--- src/rtl/pf_ddr4_iod_rx_align.sv ---
// RX word aligner for a PolarFire DDR4 IOD lane in 4:1 mode: slips the IOD until PATTERN locks.
// Optional macro RX_ALIGN_OUT_PIPE_EN adds one output register stage on DATA_OUT/DATA_VALID.
module pf_ddr4_iod_rx_align #(
  parameter logic [3:0] PATTERN       = 4'hC,
  parameter int         MATCH_CNT     = 8,
  parameter int         WINDOW        = 16,
  parameter int         SETTLE_CYCLES = 4,
  parameter int         MAX_SLIPS     = 3
) (
  input  logic       FAB_CLK,
  input  logic       ARST,
  input  logic [3:0] RX_DATA,
  input  logic       TRAIN_START,
  output logic       RX_BIT_SLIP,
  output logic       ALIGN_DONE,
  output logic       ALIGN_FAIL,
  output logic [2:0] SLIP_COUNT,
  output logic [3:0] DATA_OUT,
  output logic       DATA_VALID
);
  localparam logic [7:0] MATCH_LIM  = 8'(MATCH_CNT);
  localparam logic [7:0] WIN_LIM    = 8'(WINDOW);
  localparam logic [3:0] SETTLE_LIM = 4'(SETTLE_CYCLES);
  localparam logic [2:0] SLIP_LIM   = 3'(MAX_SLIPS);

  typedef enum logic [2:0] {
    S_IDLE, S_COMPARE, S_SLIP, S_SETTLE, S_LOCKED, S_FAIL
  } state_e;

  state_e     state_q, state_d;
  logic [3:0] rx_q;
  logic [7:0] match_q, match_d, win_q, win_d;
  logic [3:0] settle_q, settle_d;
  logic [2:0] slip_cnt_q, slip_cnt_d;
  logic       slip_q, done_q, fail_q;
  logic [3:0] dout_q;
  logic       dv_q;
  logic       hit;
  logic [7:0] match_inc, win_inc;
  logic [3:0] settle_inc;

  always_comb begin
    state_d    = state_q;
    match_d    = match_q;
    win_d      = win_q;
    settle_d   = settle_q;
    slip_cnt_d = slip_cnt_q;
    hit        = (rx_q == PATTERN);
    match_inc  = match_q + 8'd1;
    win_inc    = win_q + 8'd1;
    settle_inc = settle_q + 4'd1;
    case (state_q)
      S_IDLE: ;
      S_COMPARE: begin
        win_d   = win_inc;
        match_d = hit ? match_inc : 8'd0;
        // lock wins over window expiry on the same cycle
        if (hit && match_inc == MATCH_LIM)
          state_d = S_LOCKED;
        else if (win_inc == WIN_LIM)
          state_d = (slip_cnt_q < SLIP_LIM) ? S_SLIP : S_FAIL;
      end
      S_SLIP: begin
        state_d    = S_SETTLE;
        settle_d   = 4'd0;
        slip_cnt_d = TRAIN_START ? 3'd0 : slip_cnt_q + 3'd1;
      end
      S_SETTLE: begin
        settle_d = settle_inc;
        if (settle_inc == SETTLE_LIM) begin
          state_d = S_COMPARE;
          match_d = 8'd0;
          win_d   = 8'd0;
        end
      end
      S_LOCKED, S_FAIL: ;
      default: state_d = S_IDLE;
    endcase
    // a restart in SLIP is handled above so the IOD still gets its settle time
    if (TRAIN_START && state_q != S_SLIP) begin
      state_d    = S_COMPARE;
      match_d    = 8'd0;
      win_d      = 8'd0;
      settle_d   = 4'd0;
      slip_cnt_d = 3'd0;
    end
  end

  always_ff @(posedge FAB_CLK or posedge ARST) begin
    if (ARST) begin
      state_q    <= S_IDLE;
      rx_q       <= 4'd0;
      match_q    <= 8'd0;
      win_q      <= 8'd0;
      settle_q   <= 4'd0;
      slip_cnt_q <= 3'd0;
      slip_q     <= 1'b0;
      done_q     <= 1'b0;
      fail_q     <= 1'b0;
      dout_q     <= 4'd0;
      dv_q       <= 1'b0;
    end else begin
      state_q    <= state_d;
      rx_q       <= RX_DATA;
      match_q    <= match_d;
      win_q      <= win_d;
      settle_q   <= settle_d;
      slip_cnt_q <= slip_cnt_d;
      slip_q     <= (state_d == S_SLIP);
      done_q     <= (state_d == S_LOCKED);
      fail_q     <= (state_d == S_FAIL);
      // loads the same word rx_q takes, so DATA_OUT tracks rx_q while locked
      dout_q     <= (state_d == S_LOCKED) ? RX_DATA : 4'd0;
      dv_q       <= (state_d == S_LOCKED);
    end
  end

`ifdef RX_ALIGN_OUT_PIPE_EN
  logic [3:0] dout_p_q;
  logic       dv_p_q;

  always_ff @(posedge FAB_CLK or posedge ARST) begin
    if (ARST) begin
      dout_p_q <= 4'd0;
      dv_p_q   <= 1'b0;
    end else begin
      dout_p_q <= dout_q;
      dv_p_q   <= dv_q;
    end
  end

  assign DATA_OUT   = dout_p_q;
  assign DATA_VALID = dv_p_q;
`else
  assign DATA_OUT   = dout_q;
  assign DATA_VALID = dv_q;
`endif

  assign RX_BIT_SLIP = slip_q;
  assign ALIGN_DONE  = done_q;
  assign ALIGN_FAIL  = fail_q;
  assign SLIP_COUNT  = slip_cnt_q;
endmodule

--- config.mk ---
export PLATFORM = sky130hd
export DESIGN_NAME = pf_ddr4_iod_rx_align
export DESIGN_NICKNAME = d
export VERILOG_FILES = /design/src/rtl/pf_ddr4_iod_rx_align.sv
export SDC_FILE = /design/constraint.sdc
export NUM_CORES = 1
export LEC_CHECK = 0
export ABC_AREA = 1
export BUFFER_PORTS_ARGS = -buffer_cell sky130_fd_sc_hd__buf_2
export CAP_MARGIN = 20
export CORE_MARGIN = 1
export CORE_UTILIZATION = 30
export DETAILED_ROUTE_END_ITERATION = 10
export GPL_ROUTABILITY_DRIVEN = 0
export PLACE_DENSITY = 0.5
export RECOVER_POWER = 50
export REMOVE_ABC_BUFFERS = 1
export SLEW_MARGIN = 20
export SYNTH_ARGS = -nofsm -noshare
export SYNTH_HDL_FRONTEND = slang
export SYNTH_SLANG_ARGS = --single-unit
--- constraint.sdc ---
create_clock -name FAB_CLK -period 2.22 [get_ports FAB_CLK]
set_clock_uncertainty 0.2 [all_clocks]
set_input_delay 0.222 -clock FAB_CLK [delete_from_list [all_inputs] [get_ports FAB_CLK]]
set_output_delay 0.222 -clock FAB_CLK [all_outputs]
set_load 0.01 [all_outputs]
==> implementation parameters, run 1 <==
Parameter                              Value

Die
  Starting Density    0.318
  # IOs    18
  Core area    approximately 0.0065 sq mm
  Horizontal die dimension    between 80 and 90 um
  Height of the chip    85.0 um
  Die Area    approximately 0.0072 sq mm
  Cell row count    29

Layout
  Area growth syn-to-layout    16.9%
  Finished Layout Cells    346
  Layout filler cell count    668
  Antenna fix cells    0
  End-of-flow core utilization    0.372
  Layout cells sized above 1    0.230
  # nets final    282
  Final non-filler cell area    0.00242 sq mm

Clock network
  Clock-pin transition on the worst setup and hold timing paths    0.08 ns
  CTS Sinks    37
  Post-CTS Setup Repair Bufs    0
  TritonCTS clock tree    done
  Clock network latency to the later pin of the worst-skew pair    0.29 ns
  Number of CTS-inserted buffers    5
  Root Driver    sky130_fd_sc_hd__clkbuf_8
  # H-tree levels    2
  Max Root-Sink Buffers    2

Synth
  Fraction of synthesized cell area in xor and xnor cells    0.0169
  Top post-synthesis cells by area    sky130_fd_sc_hd__dfrtp_1, sky130_fd_sc_hd__nand2_1, sky130_fd_sc_hd__nand3_1
  Dominant cell type by area after synthesis    sky130_fd_sc_hd__dfrtp_1
  Area share of and/or/nand/nor cells after synthesis    0.310
  Syn Inst Count    around 240
  Area of the mapped netlist    0.00207 sq mm
  Mean area per synthesized cell    8.72 sq um
  Total of warnings raised by yosys    0
  Post-synthesis share of cell area spent on full adders, half adders and majority gates    0.0424
  Post-synthesis mux area share    0
  Sequential-to-total area share from yosys stat    0.448
  Distinct cell type count after synthesis    33
  Top-area cell type share of the netlist area    0.448
  Synthesized-area fraction occupied by ao, oa, aoi and oai cells    0.102
  Flip-flop and latch count after synthesis    37
  Combinational family with the most area after synthesis    simple AND/OR/NAND/NOR gates

Placement
  Count of port buffers added during placement    17
  Pre-CTS WS    roughly 0.13 ns
  Placed cell areas    0.00225 sq mm
  HPWL after detailed placement    2830 um
  Post-Place Cells    333

Min path
  Worst min-delay path category    input port to flop

Worst setup path
  Biggest fanout along the worst timing path    18
  Crit end category    flop
  Element type at the critical path start    flop
  Data arrival time of the worst path    approximately 2 ns
  Required time reported for the critical path endpoint    between 2 and 2.5 ns
  Crit path kind    flop to flop

Route
  Number of iterations in the first detailed-routing pass    4
  Detail Route met3 WL    ~94 um
  Total Routed Length    3880 um
  Top routing layer used    met4
  Routed vias    1577
  Initial DRC count    77
  Post-DR wirelength/cell    11.2 um
  Detail-routed via count per cell    approximately 4.6
  Met2 Wirelength    about 1800 um
  Metal1 wirelength    1900 um
  Drc violations    0
  Post-route ant nets    0

STA
  Worst hold slack    between 0.04 and 0.05 ns
  Final worst path period need    2.01 ns
  Slew @ Worst Pin    0.928 ns
  Setup violations, final    0
  Achievable frequency    roughly 500 MHz
  Final-layout setup total negative slack    0 ns
  Tightest slew margin relative to the limit    0.381
  Fin. max-slew vios    0
  Unrepaired setup endpoints after global routing    false
  Final worst-path setup slack    between 0.2 and 0.25 ns
  Fraction of the cycle the final worst path needs    0.904
  Count of final hold-check violations    0

Run status
  Run status    completed

Global route
  Maximum number of pins on one net before global-route repair    38
  Total track usage    0.125
  Number of global-route vias before repair    around 1600
  Global-route wire length before repair    between 7000 and 8000 um
  Antenna violations before repair    0
  GR Overflow Total    0

Power and ir drop
  Static leakage    1.18 nW
  Cell area power density    between 600 and 700 mW/mm^2
  Power Total    1.51 mW
  Worst vdd ir    0.454 mV

Run
  Max-Cap Viols    0
where the power goes:
group          internal [mW]  switching, mW  leakage [nW]
clock                  0.337          0.242        0.0554
combinational         0.0691          0.114         0.625
sequential             0.706         0.0466         0.495
total                   1.11          0.402          1.18
layout make-up:
cell class	instances	area (sq um)	area share
Multi-Input combinational cell	163	987	0.409
Sequential cell	37	930	0.385
Timing Repair Buffer	26	153	0.0632
Inverter	35	139	0.0575
Tap cell	77	96.3	0.0399
Clock buffer	6	72.6	0.0300
Clock inverter	2	38.8	0.0161
repair_timing:
| action | in CTS | in global routing |
|---|---|---|
| setup endpoints to repair | 0 | 8 |
| gates resized for setup | 0 | 5 |
| endpoints found under the hold margin | 45 | 0 |
| hold buffers | 5 | 0 |
kinds of logic (layout without fill, tap and decap cells):
family | after synthesis | count (layout)
xor+xnor | 4 | 4
buf+inv | 37 | 69
compound gates | 30 | 30
flops | 37 | 37
fa+ha+maj | 7 | 7
simple gates | 122 | 122
worst max-delay path: stages, from the launching register on:
cell and delay, ns:
sky130_fd_sc_hd__dfrtp_1 0.42, sky130_fd_sc_hd__ha_1 0.22, sky130_fd_sc_hd__xnor2_1 0.15, sky130_fd_sc_hd__nor3_2 0.16
sky130_fd_sc_hd__nor2_1 0.10, sky130_fd_sc_hd__nor3_4 0.24, sky130_fd_sc_hd__nor2_8 0.07, sky130_fd_sc_hd__inv_8 0.13
sky130_fd_sc_hd__o21ai_0 0.10, sky130_fd_sc_hd__o21a_1 0.11
path summary, 6_finish.rpt:
check	slack, ns	startpoint	depth (start not counted)	endpoint
max	0.21	settle_q[0]	9	match_q[0]
max reg2reg	0.21	settle_q[0]	9	match_q[0]
min reg2reg	0.31	match_q[7]	2	match_q[7]
min	0.04	TRAIN_START	2	SLIP_COUNT[2]
max in group asynchronous	0.64	ARST	4	win_q[1]
min in group asynchronous	0.55	ARST	4	rx_q[3]
flip-flops by register name, indices dropped and copies added, names as in the netlist:
signal / count
match_q: 8
win_q: 8
DATA_OUT: 4
rx_q: 4
settle_q: 4
SLIP_COUNT: 3
state_q: 3
ALIGN_FAIL: 1
DATA_VALID: 1
RX_BIT_SLIP: 1
metal layers:
layer,up-vias,global-route usage
met5,-,0
met1,725,0.159
met2,18,0.208
met4,0,0.0416
li1,828,-
met3,6,0.0292
synthesized netlist by cell type, drive strengths merged:
cell type	instances
nor2	26
nand3	24
a21oi	6
nand4	5
inv	34
clkinv	1
nand3b	1
o22ai	1
ha	7
and3	1
nand2	56
buf	2
xnor2	1
o21ai	20
a22o	1
nor3	9
o21a	2
dfrtp	37
xor2	3
cells in the final DEF, fill, tap and decap left out, types with 2 or more instances in the layout:
cell type and count:
sky130_fd_sc_hd__ha_1 6, sky130_fd_sc_hd__a21oi_1 5, sky130_fd_sc_hd__o21ai_1 2, sky130_fd_sc_hd__nor2_1 22, sky130_fd_sc_hd__nor2_2 3, sky130_fd_sc_hd__o21ai_2 9, sky130_fd_sc_hd__inv_1 28, sky130_fd_sc_hd__o21a_1 2
sky130_fd_sc_hd__dfrtp_1 34, sky130_fd_sc_hd__nor3_1 2, sky130_fd_sc_hd__o21ai_0 9, sky130_fd_sc_hd__nor3_2 5, sky130_fd_sc_hd__nand2_4 4, sky130_fd_sc_hd__nand2_1 48, sky130_fd_sc_hd__nand4_1 4, sky130_fd_sc_hd__clkbuf_1 9
sky130_fd_sc_hd__inv_2 5, sky130_fd_sc_hd__nor3_4 2, sky130_fd_sc_hd__clkbuf_8 5, sky130_fd_sc_hd__dlygate4sd3_1 5, sky130_fd_sc_hd__nand3_1 23, sky130_fd_sc_hd__buf_2 9, sky130_fd_sc_hd__xor2_1 3, sky130_fd_sc_hd__buf_4 3
sky130_fd_sc_hd__dfrtp_2 3, sky130_fd_sc_hd__nand2_2 4
Power figures use the tool's default switching activity.
==> run 2, diff against run 1 <==
Clock period 2.22 ns to 2.5 ns, I/O delays scaled along.
==> run 2 against run 1 <==
Effect of this change:
- register-to-register slack better by 0.08 ns
- maximum frequency fell by 9.0%
- sequential power decreased by 13%
- clock power is 10% lower
- routed wire length increased by 3.4%
- flip-flop and latch count did not move
- final area is 1.5% lower
- worst setup slack gained 0.081 ns
- die area stayed put
- largest power group unchanged
==> implementation parameters, run 2 (synthesis results as in run 1) <==
Parameter                              Value

Run status
  Run status    completed

STA
  Final-layout setup total negative slack    0 ns (unchanged)
  Unrepaired setup endpoints after global routing    false
  Achievable frequency    453 MHz (-9.0%)
  Fin. max-slew vios    0 (unchanged)
  Setup violations, final    0 (unchanged)
  Count of final hold-check violations    0 (unchanged)
  Final worst path period need    2.21 ns (+0.199 ns)
  Fraction of the cycle the final worst path needs    0.883 (-0.0217)
  Final worst-path setup slack    0.293 ns (+0.0811 ns)
  Slew @ Worst Pin    0.914 ns (-0.0142 ns)
  Tightest slew margin relative to the limit    0.391 (+0.00946)

Route
  Initial DRC count    74 (-3.9%)
  Detail-routed via count per cell    4.62 (+1.3%)
  Total Routed Length    4010 um (+3.4%)
  Post-route ant nets    0 (unchanged)
  Drc violations    0 (unchanged)
  Number of iterations in the first detailed-routing pass    4 (unchanged)
  Post-DR wirelength/cell    11.7 um (+4.3%)
  Routed vias    1584 (+0.44%)

Global route
  Total track usage    0.127 (+0.00296)
  Maximum number of pins on one net before global-route repair    38 (unchanged)
  Global-route wire length before repair    7230 um (+2.5%)
  GR Overflow Total    0 (unchanged)
  Antenna violations before repair    0 (unchanged)
  Number of global-route vias before repair    1516 (-4.5%)

Layout
  Antenna fix cells    0 (unchanged)
  Layout cells sized above 1    0.218 (-0.0124)
  Area growth syn-to-layout    15.2%
  Finished Layout Cells    343 (-0.87%)
  Most common cell after layout, fill and taps aside    sky130_fd_sc_hd__nand2_1
  # nets final    279 (-1.1%)
  Highest-count cells in the layout ignoring fill and taps    sky130_fd_sc_hd__nand2_1, sky130_fd_sc_hd__dfrtp_1, sky130_fd_sc_hd__inv_1
  Biggest regs    match_q: 8 flops, win_q: 8 flops

Worst setup path
  Crit path kind    flop to flop
  Data arrival time of the worst path    2.19 ns (+0.20 ns)
  Crit end category    flop
  Required time reported for the critical path endpoint    2.48 ns (+0.28 ns)
  Biggest fanout along the worst timing path    18 (unchanged)
  Element type at the critical path start    flop

Die
  Core area    0.00649 sq mm (unchanged)
  Die Area    0.00723 sq mm (unchanged)
  # IOs    18 (unchanged)
  Height of the chip    85.0 um (unchanged)
  Cell row count    29 (unchanged)
  Horizontal die dimension    85.0 um (unchanged)
  Starting Density    0.318 (unchanged)

Power and ir drop
  Part of the power in the clock network    0.391 (+0.009)
  Switching part of the total    0.266 (about the same)
  Cell area power density    559 mW/mm^2 (-11%)
  Worst vdd ir    0.286 mV (-37%)
  Net Sw Power    0.354 mW (-12%)
  Internal power consumption    0.978 mW (-12%)
  Static leakage    1.18 nW (+0.27%)
  Sequential group share of total power    0.494 (-0.003)
  Part of the total power dissipated in combinational logic    0.115 (-0.006)

Clock network
  Root Driver    sky130_fd_sc_hd__clkbuf_8
  CTS Hold Bufs    5 (unchanged)
  CTS Sinks    37 (unchanged)
  Clock network latency to the later pin of the worst-skew pair    0.29 ns (about the same)
  TritonCTS clock tree    done
  Gates resized, CTS repair    0 (unchanged)
  # H-tree levels    2 (unchanged)
  Number of CTS-inserted buffers    5 (unchanged)
  Post-CTS Setup Repair Bufs    0 (unchanged)
  Max Root-Sink Buffers    2 (unchanged)
  Clock-pin transition on the worst setup and hold timing paths    0.08 ns (about the same)

Placement
  Pre-CTS WS    0.290 ns (+0.163 ns)
  Post-Place Cells    330 (-0.90%)
  Count of port buffers added during placement    17 (unchanged)
  HPWL after detailed placement    2860 um (+1.2%)

Min path
  Worst min-delay path category    input port to flop

Run
  Max-Cap Viols    0 (unchanged)
==> run 2: layout make-up <==
type / instances / area (sq um)
Clock buffer: 6 / 72.6
Clock inverter: 2 / 38.8
Fill cell: 650 / 4110
Inverter: 35 / 139
Multi-Input combinational cell: 163 / 975
Sequential cell: 37 / 926
Tap cell: 77 / 96.3
Timing Repair Buffer: 23 / 134
==> run 2: stage by stage <==
stage	cell area (sq um)	util	hold WS (ns)	total power [mW]
after global placement	2230	0.343	0.177	0.822
after floorplan	2040	-	0.0814	0.780
final	2380	0.367	0.0522	1.33
after global routing	2380	0.367	0.0555	1.40
after CTS	2390	0.368	0.0482	1.36
after detailed placement	2230	0.343	0.175	0.820
==> run 2: layer usage <==
layer | wire, um | GRT usage | vias up
li1 | - | - | 824
met4 | 23 | 0.0324 | 0
met1 | 2010 | 0.174 | 733
met3 | 128 | 0.0311 | 2
met2 | 1850 | 0.203 | 25
met5 | 0 | 0 | -
==> run 2: worst max-delay path, cell delays in order, from the launching register on <==
cell                      delay [ns]
sky130_fd_sc_hd__dfrtp_1        0.43
sky130_fd_sc_hd__ha_1           0.22
sky130_fd_sc_hd__xnor2_1        0.14
sky130_fd_sc_hd__nor3_2         0.16
sky130_fd_sc_hd__nor2_1         0.10
sky130_fd_sc_hd__nor3_4         0.36
sky130_fd_sc_hd__nor2_8         0.11
sky130_fd_sc_hd__inv_8          0.15
sky130_fd_sc_hd__o21ai_0        0.10
sky130_fd_sc_hd__o21a_1         0.11
==> run 2: final timing paths <==
path	from	end	slack, ns	depth (start not counted)
max reg2reg	settle_q[0]	match_q[0]	0.29	9
min	TRAIN_START	SLIP_COUNT[2]	0.05	2
max	settle_q[0]	match_q[0]	0.29	9
min in group asynchronous	ARST	rx_q[3]	0.58	4
max in group asynchronous	ARST	win_q[2]	0.95	4
min reg2reg	match_q[7]	match_q[7]	0.30	2
==> run 2: power groups by stage <==
stage / registers [mW] / logic (mW) / clock network [mW]
2_1_floorplan: 0.663 / 0.118 / 0
3_3_place_gp: 0.669 / 0.153 / 0
3_5_place_dp: 0.669 / 0.152 / 0
4_1_cts: 0.658 / 0.158 / 0.540
5_1_grt: 0.663 / 0.173 / 0.564
6_report: 0.657 / 0.153 / 0.521
